==> config.mk <==
export PLATFORM = sky130hd
export DESIGN_NAME = gcd_scheduler
export DESIGN_NICKNAME = d
export VERILOG_FILES = /design/src/rtl/gcd_scheduler.sv
export SDC_FILE = /design/constraint.sdc
export NUM_CORES = 1
export LEC_CHECK = 0
export ABC_AREA = 1
export CAP_MARGIN = 20
export CORE_MARGIN = 1
export CORE_UTILIZATION = 25
export DETAILED_ROUTE_END_ITERATION = 8
export PLACE_DENSITY = 0.47
export SKIP_LAST_GASP = 1
export SYNTH_ARGS = -nofsm -noshare
export SYNTH_HDL_FRONTEND = slang
export SYNTH_SLANG_ARGS = --single-unit
export TNS_END_PERCENT = 1
==> constraint.sdc <==
create_clock -name clk -period 8 [get_ports clk]
set_input_delay 1.6 -clock clk [delete_from_list [all_inputs] [get_ports clk]]
set_output_delay 1.6 -clock clk [all_outputs]
set_load 0.005 [all_outputs]
==> src/rtl/gcd_scheduler.sv <==
// ---------------------------------------------------------------------------
// gcd_scheduler
//
// Time-shares one iterative subtraction-based GCD engine between N_REQ
// requesters. In IDLE a round-robin arbiter (search starts at ptr, wraps)
// grants one pending request. The winner's operands are loaded into the
// Euclid datapath, which performs one compare/subtract per cycle until
// termination. The result is then held on a valid/ready response channel
// until it is accepted.
//
// Ports
//   clk, rst_n  : rising-edge clock, asynchronous active-low reset
//   req_valid   : per-requester request valid                  [N_REQ]
//   req_x/req_y : operands, requester i at bits [i*W +: W]      [N_REQ*W]
//   req_ready   : one-hot (or zero) grant, combinational in IDLE [N_REQ]
//   rsp_valid   : result available (DONE state)
//   rsp_ready   : consumer accepts result
//   rsp_id      : requester index the result belongs to         [IDW]
//   rsp_gcd     : GCD result                                    [W]
//   rsp_iters   : subtraction steps, saturating at 2^W-1        [W]
//   rsp_err     : both operands were zero
//   busy        : high whenever the engine is not IDLE
// ---------------------------------------------------------------------------
module gcd_scheduler #(
  parameter int N_REQ = 4,
  parameter int W     = 8,
  parameter int IDW   = $clog2(N_REQ)
) (
  input  logic               clk,
  input  logic               rst_n,
  input  logic [N_REQ-1:0]   req_valid,
  input  logic [N_REQ*W-1:0] req_x,
  input  logic [N_REQ*W-1:0] req_y,
  output logic [N_REQ-1:0]   req_ready,
  output logic               rsp_valid,
  input  logic               rsp_ready,
  output logic [IDW-1:0]     rsp_id,
  output logic [W-1:0]       rsp_gcd,
  output logic [W-1:0]       rsp_iters,
  output logic               rsp_err,
  output logic               busy
);

  typedef enum logic [1:0] {
    IDLE,
    ITER,
    DONE
  } state_t;

  state_t         state;
  logic [IDW-1:0] ptr;
  logic [W-1:0]   a;
  logic [W-1:0]   b;

  // Arbiter results
  logic [IDW:0]   scan_pos;
  logic [IDW-1:0] win;
  logic           accept;
  logic [W-1:0]   op_x;
  logic [W-1:0]   op_y;

  // Round-robin search from ptr upward with wrap. scan_pos is one bit wider
  // than an ID so ptr+k cannot overflow before the wrap subtraction.
  // NOTE: combinational blocks use blocking assignments and give every
  // output a default first, so no path leaves a value held (no latch).
  always_comb begin
    req_ready = '0;
    win       = '0;
    accept    = 1'b0;
    scan_pos  = '0;
    if (state == IDLE) begin
      for (int k = 0; k < N_REQ; k++) begin
        scan_pos = {1'b0, ptr} + (IDW+1)'(k);
        if (scan_pos >= (IDW+1)'(N_REQ)) begin
          scan_pos = scan_pos - (IDW+1)'(N_REQ);
        end
        if (!accept && req_valid[scan_pos[IDW-1:0]]) begin
          req_ready[scan_pos[IDW-1:0]] = 1'b1;
          win                          = scan_pos[IDW-1:0];
          accept                       = 1'b1;
        end
      end
    end
  end

  // Operand select for the granted requester.
  always_comb begin
    op_x = '0;
    op_y = '0;
    for (int i = 0; i < N_REQ; i++) begin
      if (win == IDW'(i)) begin
        op_x = req_x[i*W +: W];
        op_y = req_y[i*W +: W];
      end
    end
  end

  // Control FSM and Euclid datapath. rsp_iters is the live step counter;
  // it is cleared on accept and only moves in ITER, so it is stable in DONE.
  // NOTE: sequential state uses non-blocking assignments so every register
  // samples pre-edge values regardless of statement order.
  // NOTE: the operand registers are reset along with the control state; an
  // in-flight job is simply dropped and the datapath restarts clean.
  always_ff @(posedge clk or negedge rst_n) begin
    if (!rst_n) begin
      state     <= IDLE;
      ptr       <= '0;
      a         <= '0;
      b         <= '0;
      rsp_valid <= 1'b0;
      rsp_id    <= '0;
      rsp_gcd   <= '0;
      rsp_iters <= '0;
      rsp_err   <= 1'b0;
      busy      <= 1'b0;
    end else begin
      case (state)
        IDLE: begin
          if (accept) begin
            a         <= op_x;
            b         <= op_y;
            rsp_id    <= win;
            rsp_gcd   <= '0;
            rsp_iters <= '0;
            rsp_err   <= 1'b0;
            ptr       <= (win == IDW'(N_REQ-1)) ? '0 : win + IDW'(1);
            busy      <= 1'b1;
            state     <= ITER;
          end
        end

        ITER: begin
          if (a == '0 || b == '0) begin
            rsp_gcd   <= a | b;
            rsp_err   <= (a == '0) && (b == '0);
            rsp_valid <= 1'b1;
            state     <= DONE;
          end else if (a == b) begin
            rsp_gcd   <= a;
            rsp_valid <= 1'b1;
            state     <= DONE;
          end else begin
            // The larger operand is always the minuend, so no underflow.
            if (a > b) begin
              a <= a - b;
            end else begin
              b <= b - a;
            end
            if (rsp_iters != '1) begin
              rsp_iters <= rsp_iters + W'(1);
            end
          end
        end

        DONE: begin
          if (rsp_ready) begin
            rsp_valid <= 1'b0;
            busy      <= 1'b0;
            state     <= IDLE;
          end
        end

        default: begin
          state <= IDLE;
        end
      endcase
    end
  end

endmodule

==> results_dict.tcl, run 1 <==
set metrics [dict create \
    status "finished, final reports clean" \
    cts_tree "done" \
    worstPathCellList "clkdlybuf4s50_1 -> inv_1 -> nand2_1 -> nand3_2 -> nand2_4 -> inv_2 -> nand2_1 -> nor2_1 -> nand3_1 -> nand3_1 -> nand2_1 -> inv_1 -> clkdlybuf4s50_1" \
    wire_per_inst_um 13.1 \
    rsz0062_at_grt "false" \
    cp_slowest_cell "clkdlybuf4s50_1" \
    initial_core_util 0.257 \
    syn_area_um2 4080 \
    max_stage_delay_ns 0.49 \
    cts-buffers-inserted 5 \
    synth_area_per_cell_um2 6.52 \
    via_count 4224 \
    wl_met3_um 688 \
    viasPerCell 4.55 \
    portBuffers 95 \
    setup_violations 0 \
    fin_crit_sh 0.646 \
    cp_common_cell "nand2_1" \
    hold_class "reg2reg" \
    hold_path_depth 2 \
    die_w_um 130 \
    synth_top_area_frac 0.251 \
    crit_type "in2out" \
    clock_sinks 41 \
    nNetsFinal 821 \
    io_pins 96 \
    drtPass1Iterations 4 \
    clk_path_buf_depth 2 \
    gp_congestion 0.875 \
    synthCells 626 \
    worstPathArrival_ns 3.57 \
    worstPathMaxFanout 6 \
    grt_pass1_wl_um 20300 \
    hold_buffers 0 \
    synth_ff_type "dfrtp_1" \
    grt_pass1_vias 4018 \
    fp.dieH_um 130 \
    syn_to_final_growth_pct 31.8 \
    pwr_density_cell_nw_per_um2 466 \
    antenna_found_initial 0 \
    cts_root_buf "clkbuf_16" \
    synth_sequential_area_ratio 0.251 \
    cts_resized 0 \
    dieArea_um2 16800 \
    fin_util 0.339 \
    slew_headroom 0.387 \
    grt_max_degree 42 \
    async_flop_share 1.00 \
    synth_top_area_cell "dfrtp_1" \
    ir_drop_mv 0.121 \
    p_leak_uw 0.00269 \
    ys_ff_latch 41 \
    hold_viol_final 0 \
    period_minus_slack_ns 5.17 \
    top_layer "met4" \
    n_antenna_cell 0 \
    drive_gt1_frac 0.0898 \
    ys_warn_count 0 \
    netlist_top_cells_area "dfrtp_1 (25%), nand2_1 (20%), ha_1 (11%)" \
    grt_remaining_overflow 0 \
    route.detailed.drc 0 \
    wl_met1_um 5890 \
    rows 46 \
    core-area_um2 15900 \
    reg2reg_depth 18 \
    tns_ns 0 \
    endpoint_kind "output port" \
    cap_violations 0 \
    clkLatencyLatePin_ns 0.29 \
    synthDistinctLibCells 39 \
    hpwlAfterDp_um 9840 \
    synth-edff-count 0 \
    postRouteAntennaNets 0 \
    required_ns 6.40 \
    cts_setup_buffers 0 \
    fmax_mhz 193 \
    wl_met2_um 5450 \
    cp-start-kind "input pin" \
    cts_max_level 2 \
    syn_nets 735 \
    drv_slew 0 \
    drtIter0Drc 275 \
    clk_pin_slew_ns 0.06 \
    track_usage 0.152 \
    clock_skew_ns 0.00741 \
    wirelength_um 12200 \
    worstMarginPinSlew_ns 0.920 \
]
==> through the flow <==
| step | std cells | hold WS (ns) | power, uW | worst slack, ns | instance area, um^2 |
|---|---|---|---|---|---|
| 5_1_grt | 929 | 0.535 | 2810 | 2.64 | 5380 |
| 3_3_place_gp | 921 | 0.486 | 2260 | 2.88 | 5200 |
| 3_5_place_dp | 921 | 0.481 | 2280 | 2.83 | 5200 |
| 6_report | 929 | 0.490 | 2500 | 2.83 | 5380 |
| 4_1_cts | 929 | 0.497 | 2520 | 2.83 | 5380 |
| 2_1_floorplan | 626 | 0.472 | 1750 | 3.95 | 4080 |
==> synth_stat cells (2+ instances only) <==
master	n
a21boi_0	3
a21oi_1	30
a31o_2	2
buf_2	7
buf_6	2
clkbuf_1	6
dfrtp_1	41
fa_1	2
ha_1	36
inv_1	57
inv_2	8
nand2_1	214
nand2_2	14
nand2_4	3
nand3_1	62
nand3_2	4
nand4_1	7
nor2_1	39
nor2_2	4
nor2_4	4
o211ai_1	6
o21ai_0	34
o21ai_1	11
o21ai_2	2
o21bai_1	4
o22ai_1	2
or2_2	10
==> cell usage in the layout (no fill, tap or decap), drive strengths merged, types with 2 or more instances in the layout <==
cell | synthesis | final
a21oi | 30 | 30
ha | 36 | 36
nand4 | 9 | 9
inv | 66 | 66
dfrtp | 41 | 41
nand2 | 231 | 231
or2 | 11 | 11
nor2 | 48 | 48
o22ai | 2 | 2
clkbuf | 6 | 6
o21bai | 4 | 4
fa | 2 | 2
a31o | 2 | 2
a21boi | 3 | 3
o21ai | 47 | 47
clkdlybuf4s50 | 0 | 94
o211ai | 6 | 6
nand3 | 66 | 66
==> kinds of logic (layout without fill, tap and decap cells) <==
logic type,Yosys count,in the layout,share of synthesized area
buffers and inverters,82,169,0.0846
DFF,41,41,0.251
adders and majority gates,38,38,0.120
and+or+nand+nor,369,369,0.412
AOI/OAI and AO/OA,96,96,0.131
==> layer usage <==
metal,GRT usage,up-vias
met5,0,-
met4,0.0376,0
met3,0.0226,12
met2,0.248,118
met1,0.209,1899
li1,-,2195
==> path summary, 6_finish.rpt <==
| path | from | endpoint | slack [ns] |
|---|---|---|---|
| max | req_valid[3] | req_ready[3] | 2.83 |
| min | rsp_id[0] | rsp_id[0] | 0.49 |
| max reg2reg | ptr[0] | a[5] | 4.08 |
| min reg2reg | rsp_id[0] | rsp_id[0] | 0.49 |
| max in group asynchronous | rst_n | b[5] | 5.97 |
| min in group asynchronous | rst_n | busy | 1.45 |
==> cell type report <==
cell class	instances	area (um^2)
Clock buffer	6	139
Inverter	66	250
Multi-Input combinational cell	503	2710
Timing Repair Buffer	95	946
Fill cell	1746	10500
Tap cell	216	270
Clock inverter	2	37.5
Sequential cell	41	1030
==> critical path, delay by kind of cell <==
kind,cells,cell delay (ns)
buf+inv,5,1.18
simple gates,8,0.80
==> flip-flops by register name (all words and copies together) (netlist names) <==
register	flops
b	8
rsp_gcd	8
rsp_valid	1
rsp_iters	8
rsp_id	2
state	2
a	8
rsp_err	1
busy	1
ptr	2
==> power breakdown <==
group | internal [uW] | switching (uW)
combinational | 657 | 1200
sequential | 305 | 104
clock | 156 | 82.0
total | 1120 | 1390
Power figures use the tool's default switching activity.
==> run 2: changes to the inputs <==
- PLACE_DENSITY: 0.47 -> 0.48
- clock period: 8 -> 4.7 ns (I/O delays scaled with it)
==> run 2 against run 1 <==
Design area rose by 0.30%. Register-to-register slack got worse by 3.2 ns. Clock skew fell by 0.0031 ns. Cell count rose by 0.11%. Clock power rose by 71%. Sequential share of layout area fell by 0.058 points. Critical path type is now reg2out. Highest routed layer unchanged.
==> results_dict.tcl, run 2 (synthesized netlist as in run 1, its figures left out) <==
set metrics [dict create \
    cp_slowest_cell "dfrtp_1" \
    layout_common_cells "nand2_1 (214), clkdlybuf4s50_1 (94), nand3_1 (62), inv_1 (57), dfrtp_1 (41)" \
    portBuffers 95 \
    multi_input_area_um2 2710 \
    post_layout_nonfiller_instances 930 \
    rows 46 \
    grt_remaining_overflow 0 \
    route.detailed.drc 0 \
    hold_path_depth 2 \
    p_seq_frac 0.167 \
    cts_max_level 2 \
    syn_to_final_growth_pct 32.2 \
    grt_pass1_wl_um 21200 \
    fmax_mhz 258 \
    cap_violations 0 \
    postRouteAntennaNets 0 \
    n_antenna_cell 0 \
    layout_commonest_cell "nand2_1" \
    dp.cells 921 \
    drtPass1Iterations 5 \
    power.switching_uw 2360 \
    p_leak_uw 0.00270 \
    cp.depth 12 \
    grt_max_degree 42 \
    clock_sinks 41 \
    clkLatencyLatePin_ns 0.29 \
    drtIter0Drc 351 \
    initial_core_util 0.257 \
    reg2reg_depth 20 \
    via_count 4292 \
    slew_headroom 0.522 \
    path_buf_inv 4 \
    clock_skew_ns 0.00426 \
    comb_power_share 0.738 \
    track_usage 0.161 \
    hpwlAfterDp_um 10100 \
    setup_violations 0 \
    rsz0062_at_grt "false" \
    tns_ns 0 \
    fp.dieH_um 130 \
    cts_setup_buffers 0 \
    cts_resized 0 \
    worstPathArrival_ns 2.94 \
    wire_per_inst_um 13.6 \
    pwr_density_cell_nw_per_um2 791 \
    worstPathMaxFanout 13 \
    drive_gt1_frac 0.0896 \
    gp_congestion 0.898 \
    dieArea_um2 16800 \
    cts_tree "done" \
    worstMarginPinSlew_ns 0.716 \
    hold_class "reg2reg" \
    intPower_uw 1900 \
    cts_root_buf "clkbuf_16" \
    grt_pass1_vias 4198 \
    path_delay_family "buffers and inverters" \
    worstPathCellList "inv_4 -> ha_1 -> inv_1 -> nand3_1 -> nand2_1 -> nand2_1 -> nor2_1 -> nand3_1 -> nand3_1 -> nand2_1 -> inv_1 -> clkdlybuf4s50_1" \
    fin_crit_sh 0.826 \
    sw_frac_of_total 0.554 \
    cp-start-kind "flip-flop" \
    cts-buffers-inserted 5 \
    max_stage_delay_ns 0.66 \
    clk_pin_slew_ns 0.06 \
    n_fill_cell 1744 \
    hold_viol_final 0 \
    core-area_um2 15900 \
    hold_buffers 0 \
    wirelength_um 12600 \
    io_pins 96 \
    required_ns 3.76 \
    seq_area_um2 1030 \
    ir_drop_mv 0.201 \
    endpoint_kind "output port" \
    period_minus_slack_ns 3.88 \
    drv_slew 0 \
    nNetsFinal 822 \
    viasPerCell 4.62 \
    crit_type "reg2out" \
    die_w_um 130 \
    status "finished, final reports clean" \
    p_clk_frac 0.095 \
    antenna_found_initial 0 \
    clk_path_buf_depth 2 \
]
-- run 2: area by class of cell --
type / instances / share of cell area
clock inverter: 1 / 0.00557
inverter: 66 / 0.0464
tap: 216 / 0.0501
timing repair buffer: 96 / 0.179
clock buffer: 7 / 0.0264
multi-input combinational: 503 / 0.502
sequential: 41 / 0.190
-- run 2: path summary, 6_finish.rpt --
check / start / slack [ns] / end
max: ptr[0] / 0.82 / req_ready[1]
min: rsp_id[1] / 0.49 / rsp_id[1]
max reg2reg: ptr[0] / 0.90 / a[7]
min reg2reg: rsp_id[1] / 0.49 / rsp_id[1]
max in group asynchronous: rst_n / 3.64 / b[6]
min in group asynchronous: rst_n / 0.58 / busy
-- run 2: power by group through the flow --
stage	logic [uW]	registers, uW	clock network (uW)
after global placement	3130	715	0
after global routing	3610	734	434
final	3150	712	406
after floorplan	2320	651	0
after detailed placement	3140	717	0
after CTS	3160	711	420
-- run 2: worst register-to-register path, delay by kind of cell (launching register included) --
kind	cells	cell delay (ns)
compound gates	2	0.22
fa+ha+maj	2	0.99
flops	1	0.66
simple gates	13	1.45
buf+inv	3	0.38
-- run 2: layer usage --
| metal | GRT usage | wire [um] | up-vias | share of wire |
|---|---|---|---|---|
| met5 | 0 | 0 | - | 0 |
| met4 | 0.0410 | 200 | 0 | 0.016 |
| met3 | 0.0275 | 704 | 14 | 0.056 |
| met2 | 0.259 | 5500 | 155 | 0.44 |
| met1 | 0.222 | 6210 | 1931 | 0.49 |
| li1 | - | - | 2192 | - |
-- run 2: per-stage QoR --
step | hold WS, ns | total power (uW) | cell area [um^2] | utilization | setup WS [ns]
6_report | 0.493 | 4270 | 5390 | 0.340 | 0.818
5_1_grt | 0.526 | 4780 | 5390 | 0.340 | 0.418
4_1_cts | 0.508 | 4290 | 5370 | 0.338 | 0.828
3_5_place_dp | 0.491 | 3860 | 5200 | 0.327 | 0.604
3_3_place_gp | 0.487 | 3850 | 5200 | 0.327 | 0.636
2_1_floorplan | 0.472 | 2970 | 4080 | - | 1.76
==> run 3: changes to the inputs <==
- PLACE_DENSITY: 0.48 -> 0.47
- clock period: 4.7 -> 3.6 ns (I/O delays scaled with it)
==> run 3 against run 2 <==
Largest cell class unchanged. Flip-flop and latch count did not move. Hold slack improved by 0.0072 ns. Sequential share of layout area fell by 0.23 points. Non-clock buffer count rose by 9. Clock skew rose by 0.0020 ns. Register-to-register slack got worse by 0.52 ns.
==> results_dict.tcl, run 3 (synthesized netlist as in run 1, its figures left out) <==
set metrics [dict create \
    setup_violations 0 \
    reg2reg_depth 20 \
    p_leak_uw 0.00275 \
    syn_to_final_growth_pct 34.0 \
    cap_violations 0 \
    grt_remaining_overflow 0 \
    cts_resized 0 \
    io_pins 96 \
    period_minus_slack_ns 3.39 \
    rsz0062_at_grt "false" \
    grt_pass1_vias 4253 \
    hpwlAfterDp_um 10400 \
    sw_frac_of_total 0.556 \
    cts_setup_buffers 0 \
    gp_congestion 0.901 \
    layout_common_cells "nand2_1 (214), clkdlybuf4s50_1 (94), nand3_1 (62), inv_1 (57), dfrtp_1 (40)" \
    grt_max_degree 42 \
    setup_ws_ns 0.209 \
    pwr_density_cell_nw_per_um2 1050 \
    antenna_found_initial 0 \
    clk_path_buf_depth 2 \
    drive_gt1_frac 0.105 \
    via_count 4324 \
    rows 46 \
    track_usage 0.163 \
    fmax_mhz 295 \
    grt_pass1_wl_um 21500 \
    cts_tree "done" \
    viasPerCell 4.60 \
    n_fill_cell 1752 \
    post_layout_nonfiller_instances 939 \
    die_w_um 130 \
    tns_ns 0 \
    clock_skew_ns 0.00623 \
    worstPathArrival_ns 2.67 \
    p_clk_frac 0.087 \
    cts-buffers-inserted 5 \
    cp-start-kind "input pin" \
    wl_met1_um 6090 \
    endpoint_kind "output port" \
    wl_met2_um 6240 \
    clk_pin_slew_ns 0.07 \
    clkLatencyLatePin_ns 0.28 \
    holdWs_ns 0.500 \
    drtPass1Iterations 5 \
    layout_commonest_cell "nand2_1" \
    nNetsFinal 831 \
    fin_crit_sh 0.942 \
    n_antenna_cell 0 \
    pre_cts_ws_ns 0.0470 \
    crit_type "in2out" \
    required_ns 2.88 \
    worstPathMaxFanout 6 \
    hold_viol_final 0 \
    portBuffers 95 \
    wl_met3_um 677 \
    cts_root_buf "clkbuf_16" \
    route.detailed.drc 0 \
    postRouteAntennaNets 0 \
    slew_headroom 0.352 \
    comb_power_share 0.755 \
    hold_class "reg2reg" \
    clock_sinks 41 \
    fp.dieH_um 130 \
    worstMarginPinSlew_ns 0.972 \
    core-area_um2 15900 \
    drv_slew 0 \
    status "finished, final reports clean" \
    hold_path_depth 2 \
    dp.cells 931 \
    drtIter0Drc 372 \
    dieArea_um2 16800 \
    top_layer "met4" \
    cts_max_level 2 \
    intPower_uw 2560 \
    wire_per_inst_um 14.0 \
    hold_buffers 0 \
    wirelength_um 13200 \
    p_seq_frac 0.159 \
    ir_drop_mv 0.473 \
    initial_core_util 0.257 \
    power.switching_uw 3210 \
]
[run 3: final cells by class]
type                       instances  area, um^2  area share
multi-input combinational        503        2710       0.496
timing repair buffer             105        1050       0.191
sequential                        41        1030       0.188
tap                              216         270      0.0494
inverter                          66         250      0.0458
clock buffer                       7         153      0.0279
clock inverter                     1        8.76     0.00160
[run 3: layer usage]
metal,up-vias,global-route usage
met3,12,0.0242
met1,1969,0.214
met5,-,0
li1,2211,-
met2,132,0.280
met4,0,0.0390
[run 3: power groups by stage]
stage,Clock (uW),Combinational [uW],Sequential (uW)
2_1_floorplan,0,3030,850
3_3_place_gp,0,4290,915
3_5_place_dp,0,4330,922
4_1_cts,512,4350,914
5_1_grt,525,4940,944
6_report,499,4350,914
[run 3: metrics by stage]
step                      instance area (um^2)  power (uW)  utilization
after detailed placement                  5300        5250        0.334
after floorplan                           4080        3880            -
after CTS                                 5460        5780        0.344
after global routing                      5470        6410        0.344
after global placement                    5300        5210        0.334
final                                     5470        5760        0.344
[run 3: worst paths after layout]
check                           slack (ns)      endpoint          from
worst max register to register        0.38          a[5]        ptr[1]
worst max-delay path                  0.21  req_ready[3]  req_valid[3]
min in group asynchronous             0.59          busy         rst_n
max in group asynchronous             2.34        ptr[1]         rst_n
worst min register to register        0.50     rsp_id[1]     rsp_id[1]
worst min-delay path                  0.50     rsp_id[1]     rsp_id[1]
[run 3: worst max-delay path, cell delays in order]
cell	delay, ns
clkdlybuf4s50_1	0.46
inv_1	0.07
nand2_1	0.05
nand3_2	0.10
nand2_4	0.10
inv_2	0.10
nand2_1	0.08
nor2_1	0.21
nand2_1	0.08
nand3_1	0.09
nand2_1	0.05
inv_1	0.06
clkdlybuf4s50_1	0.49
